--- src/rtl/hazard_scoreboard.sv ---
// hazard_scoreboard: per-register pending/countdown tracking, decode stall and writeback-slot arbitration for Issue.
// Optional HAZARD_SCOREBOARD_BYPASS_EN: a register one cycle from completion no longer stalls Decode.
module hazard_scoreboard #(
   parameter int LATW  = 3,
   parameter int NSLOT = 8
) (
   input  logic            clock,
   input  logic            reset,
   input  logic [4:0]      id_hd_ass_addra,
   input  logic            id_hd_check_a,
   input  logic [4:0]      id_hd_ass_addrb,
   input  logic            id_hd_check_b,
   output logic            hd_id_stall,
   input  logic            iss_hd_req,
   input  logic            iss_hd_writereg,
   input  logic [4:0]      iss_hd_regdest,
   input  logic [LATW-1:0] iss_hd_latency,
   output logic            hd_iss_grant,
   output logic [31:0]     hd_busy_mask
);
   logic [31:0]      r_pend;
   logic [LATW-1:0]  r_cnt [32];
   logic [NSLOT-1:0] r_slot;
   logic [LATW-1:0]  w_lat;
   logic [NSLOT-1:0] w_slot_sh;
   logic [31:0]      w_stall_pend;
   logic             w_waw;
   logic             w_slot_busy;
   logic             w_load;
   assign w_lat       = (iss_hd_latency == '0) ? LATW'(1) : iss_hd_latency;
   // Reservations are checked in the post-shift frame, where index L-1 is the bus slot this grant would occupy.
   assign w_slot_sh   = r_slot >> 1;
   assign w_slot_busy = w_slot_sh[w_lat - LATW'(1)];
   assign w_waw       = r_pend[iss_hd_regdest] && (r_cnt[iss_hd_regdest] >= w_lat);
   assign hd_iss_grant = iss_hd_req && (!iss_hd_writereg || (!w_slot_busy && !w_waw));
   assign w_load      = hd_iss_grant && iss_hd_writereg;
   assign hd_busy_mask = r_pend;
   always_comb begin
      w_stall_pend = r_pend;
`ifdef HAZARD_SCOREBOARD_BYPASS_EN
      for (int i = 0; i < 32; i++)
         w_stall_pend[i] = r_pend[i] && (r_cnt[i] != LATW'(1));
`endif
   end
   assign hd_id_stall = (id_hd_check_a && w_stall_pend[id_hd_ass_addra]) ||
                        (id_hd_check_b && w_stall_pend[id_hd_ass_addrb]);
   always_ff @(posedge clock or negedge reset) begin
      if (!reset) begin
         r_pend <= '0;
         r_slot <= '0;
         for (int i = 0; i < 32; i++) r_cnt[i] <= '0;
      end else begin
         r_slot <= w_slot_sh | (w_load ? (NSLOT'(1) << (w_lat - LATW'(1))) : '0);
         // A new load wins over an expiring count; r0 keeps no state.
         for (int i = 1; i < 32; i++) begin
            if (w_load && iss_hd_regdest == 5'(i)) begin
               r_pend[i] <= 1'b1;
               r_cnt[i]  <= w_lat;
            end else if (r_pend[i]) begin
               r_cnt[i] <= r_cnt[i] - LATW'(1);
               if (r_cnt[i] == LATW'(1)) r_pend[i] <= 1'b0;
            end
         end
      end
   end
endmodule

--- config.mk ---
export PLATFORM = sky130hd
export DESIGN_NAME = hazard_scoreboard
export DESIGN_NICKNAME = d
export VERILOG_FILES = /design/src/rtl/hazard_scoreboard.sv
export SDC_FILE = /design/constraint.sdc
export NUM_CORES = 1
export LEC_CHECK = 0
export BUFFER_PORTS_ARGS = -buffer_cell sky130_fd_sc_hd__buf_2
export CAP_MARGIN = 25
export CORE_ASPECT_RATIO = 0.6
export CORE_MARGIN = 10
export CORE_UTILIZATION = 30
export DETAILED_ROUTE_END_ITERATION = 8
export GPL_ROUTABILITY_DRIVEN = 0
export PLACE_DENSITY = 0.56
export SLEW_MARGIN = 20
export SYNTH_ARGS = -nofsm -noshare
export SYNTH_HDL_FRONTEND = slang
export SYNTH_SLANG_ARGS = --single-unit
export TNS_END_PERCENT = 1
--- constraint.sdc ---
create_clock -name clock -period 8.4 [get_ports clock]
set_input_delay 1.68 -clock clock [delete_from_list [all_inputs] [get_ports clock]]
set_output_delay 1.68 -clock clock [all_outputs]
set_load 0.005 [all_outputs]
==> flow_metrics.env <==
export IMPL_cp_start_kind="input port"
export IMPL_die_w_um=247
export IMPL_ant_nets=0
export IMPL_worst_pin_slew_ns=0.935
export IMPL_end_kind="output pin"
export IMPL_root_buffer="clkbuf_16"
export IMPL_post_route_period_util_pct=86.4
export IMPL_via_count=6545
export IMPL_clkLatencyLatePin_ns=0.44
export IMPL_skew_ns=0.00909
export IMPL_yosysTopAreaCell="dfrtp_1"
export IMPL_worst_hold_startpoint="r_slot[7]"
export IMPL_place_ws_ns=1.25
export IMPL_max_freq_mhz=138
export IMPL_synth_avg_cell_area_um2=11.0
export IMPL_yosysMostFrequentCell="dfrtp_1"
export IMPL_setup_ws_ns=1.14
export IMPL_finalSetupViolations=0
export IMPL_cts_htree_levels=4
export IMPL_grt_pass1_wl_mm=41.7
export IMPL_rsz0062_at_grt="false"
export IMPL_via_per_inst=5.08
export IMPL_cellLeakagePower_uw=0.00467
export IMPL_p_int_uw=2140
export IMPL_cts_buffers=17
export IMPL_peakVddDrop_uv=145
export IMPL_hold_viol=0
export IMPL_synth_ff_type="dfrtp_1"
export IMPL_synth_cells=846
export IMPL_period_needed_ns=7.26
export IMPL_port_buffers=56
export IMPL_cts_hold_buf=0
export IMPL_rr_startpoint="r_cnt[33]"
export IMPL_grt_overflow=0
export IMPL_track_usage_pct=14.3
export IMPL_async_flop_share_pct=100
export IMPL_p_sw_share_pct=37.9
export IMPL_comb_power_share_pct=34.5
export IMPL_wire_per_inst_um=20.9
export IMPL_syn_nets=938
export IMPL_num_rows=49
export IMPL_switchingPower_uw=1310
export IMPL_reg2regPathDepth=12
export IMPL_area_delta_synth_final_pct=13.9
export IMPL_yosys_warnings=4
export IMPL_cts_buffer_depth=2
export IMPL_holdPathEnd="r_slot[6]"
export IMPL_core_area_um2=30300
export IMPL_status="completed"
export IMPL_power_density_nw_per_um2=325
export IMPL_synth_seq_cells=131
export IMPL_routed_wl_mm=26.9
export IMPL_start_util_pct=30.7
export IMPL_synth_distinct_cells=50
export IMPL_drc=0
export IMPL_grt_pass1_vias=6445
export IMPL_die_area_um2=38700
export IMPL_dr_pass1_iters=5
export IMPL_tns_ns=0
export IMPL_crit_arrival_ns=5.58
export IMPL_post_cts_buffers=0
export IMPL_min_path_cells=1
export IMPL_cts_tree="yes"
export IMPL_relSlewSlack_pct=37.7
export IMPL_yosysTopAreaCellShare_pct=35.2
export IMPL_drt_iter0_markers=569
export IMPL_rrSetupSlack_ns=4.22
export IMPL_fin_util_pct=35.0
export IMPL_slew_viol_final=0
export IMPL_clkTransAtPathRegs_ns=0.06
export IMPL_seqPwrFrac_pct=40.0
export IMPL_synthesis_area_um2=9310
export IMPL_synth_area_leaders="dfrtp_1 (35%), mux4_2 (12%), mux2i_1 (11%), ha_1 (9.1%), nand2_1 (3.8%)"
export IMPL_fillers=3022
export IMPL_crit_type="in2out"
export IMPL_path_max_fanout=26
export IMPL_hpwl_mm=20.4
export IMPL_grt_antenna_before_repair=2
export IMPL_clock_sinks=131
export IMPL_nNetsFinal=959
export IMPL_synth_edf_count=0
export IMPL_clkPwrFrac_pct=25.5
export IMPL_ctsResizeCount=0
export IMPL_worstPathRequired_ns=6.72
export IMPL_hold_class="reg2reg"
export IMPL_grt_max_degree=70
export IMPL_ys_seq_area_share_pct=35.2
export IMPL_layout_drive_gt1_share_pct=20.5
export IMPL_ios=58
export IMPL_worstReg2RegEnd="r_cnt[55]"
export IMPL_synth_common_cells="dfrtp_1 (131), mux2i_1 (98), nand2_1 (94)"
export IMPL_cap_violations=0
export IMPL_chipHeight_um=156
-- registers in the layout, indices dropped and copies added (netlist names) --
signal        flops
r_cnt            93
hd_busy_mask     31
r_slot            7
-- worst max-delay path, stage by stage --
cell and delay, ns:
buf_2 0.64, mux4_2 0.60, mux4_2 0.54, mux2i_1 0.16, ha_1 0.24, nand2b_1 0.15, a21o_1 0.19, a21oi_1 0.22
nand3b_1 0.41, a21oi_1 0.27, o21ai_0 0.21, and2_1 0.15, buf_2 0.11
-- cell usage in the layout (no fill, tap or decap), types with 11 or more instances in the layout --
| cell | n |
|---|---|
| a21o_1 | 25 |
| buf_2 | 55 |
| clkbuf_16 | 17 |
| dfrtp_1 | 131 |
| ha_1 | 68 |
| inv_1 | 76 |
| mux2i_1 | 98 |
| mux4_2 | 49 |
| nand2_1 | 94 |
| nand2b_1 | 24 |
| nor2_1 | 11 |
| nor4_4 | 14 |
| o21ai_0 | 51 |
| xnor2_1 | 32 |
| xor2_1 | 32 |
-- metal layers --
layer	vias up	wire, um	GRT usage (%)
met3	37	2680	5.95
met1	3307	13100	20.6
met2	230	10600	18.5
met4	2	510	4.37
met5	-	13	0
li1	2969	-	-
-- worst max path at each step --
stage | start | end | cells after the start
after floorplan | iss_hd_regdest[0] | hd_iss_grant | 15
after global placement | iss_hd_regdest[0] | hd_iss_grant | 13
after detailed placement | iss_hd_regdest[0] | hd_iss_grant | 13
after CTS | iss_hd_regdest[0] | hd_iss_grant | 13
after global routing | iss_hd_regdest[0] | hd_iss_grant | 13
final | iss_hd_regdest[0] | hd_iss_grant | 13
-- area by class of cell --
cell class,count,area (um2),share of cell area (%)
diodes,1,2.50,0.0236
clock buffers,23,488,4.60
clock inverters,9,198,1.86
inverters,77,289,2.73
multi-input cells,576,5470,51.6
flip-flops and latches,131,3280,30.9
well taps,408,510,4.81
repair buffers,64,367,3.46
-- kinds of logic after synthesis --
| group | synth area share (%) |
|---|---|
| AOI/OAI and AO/OA | 7.55 |
| xor gates and xnor gates | 6.02 |
| other | 0.0403 |
| adders and majority gates | 9.14 |
| and+or+nand+nor | 12.6 |
| muxes | 23.3 |
| buffers and inverters | 6.10 |
| DFF | 35.2 |
-- stage by stage --
step                      power (uW)  instance area (um2)  std cells  hold WS [ns]
after global routing            3700                10600       1289         0.514
after detailed placement        2560                 9920       1256         0.481
after CTS                       3470                10600       1288         0.495
final                           3450                10600       1289         0.497
after global placement          2530                 9890       1255         0.481
after floorplan                 2120                 9310        846         0.427
-- power by group through the flow --
| stage | Combinational, uW | Sequential (uW) | Clock [uW] |
|---|---|---|---|
| 6_report | 1190 | 1380 | 880 |
| 5_1_grt | 1360 | 1420 | 925 |
| 4_1_cts | 1200 | 1370 | 899 |
| 3_5_place_dp | 1190 | 1370 | 0 |
| 3_3_place_gp | 1150 | 1380 | 0 |
| 2_1_floorplan | 1000 | 1120 | 0 |
No activity file was read; power rests on OpenSTA's default activity.
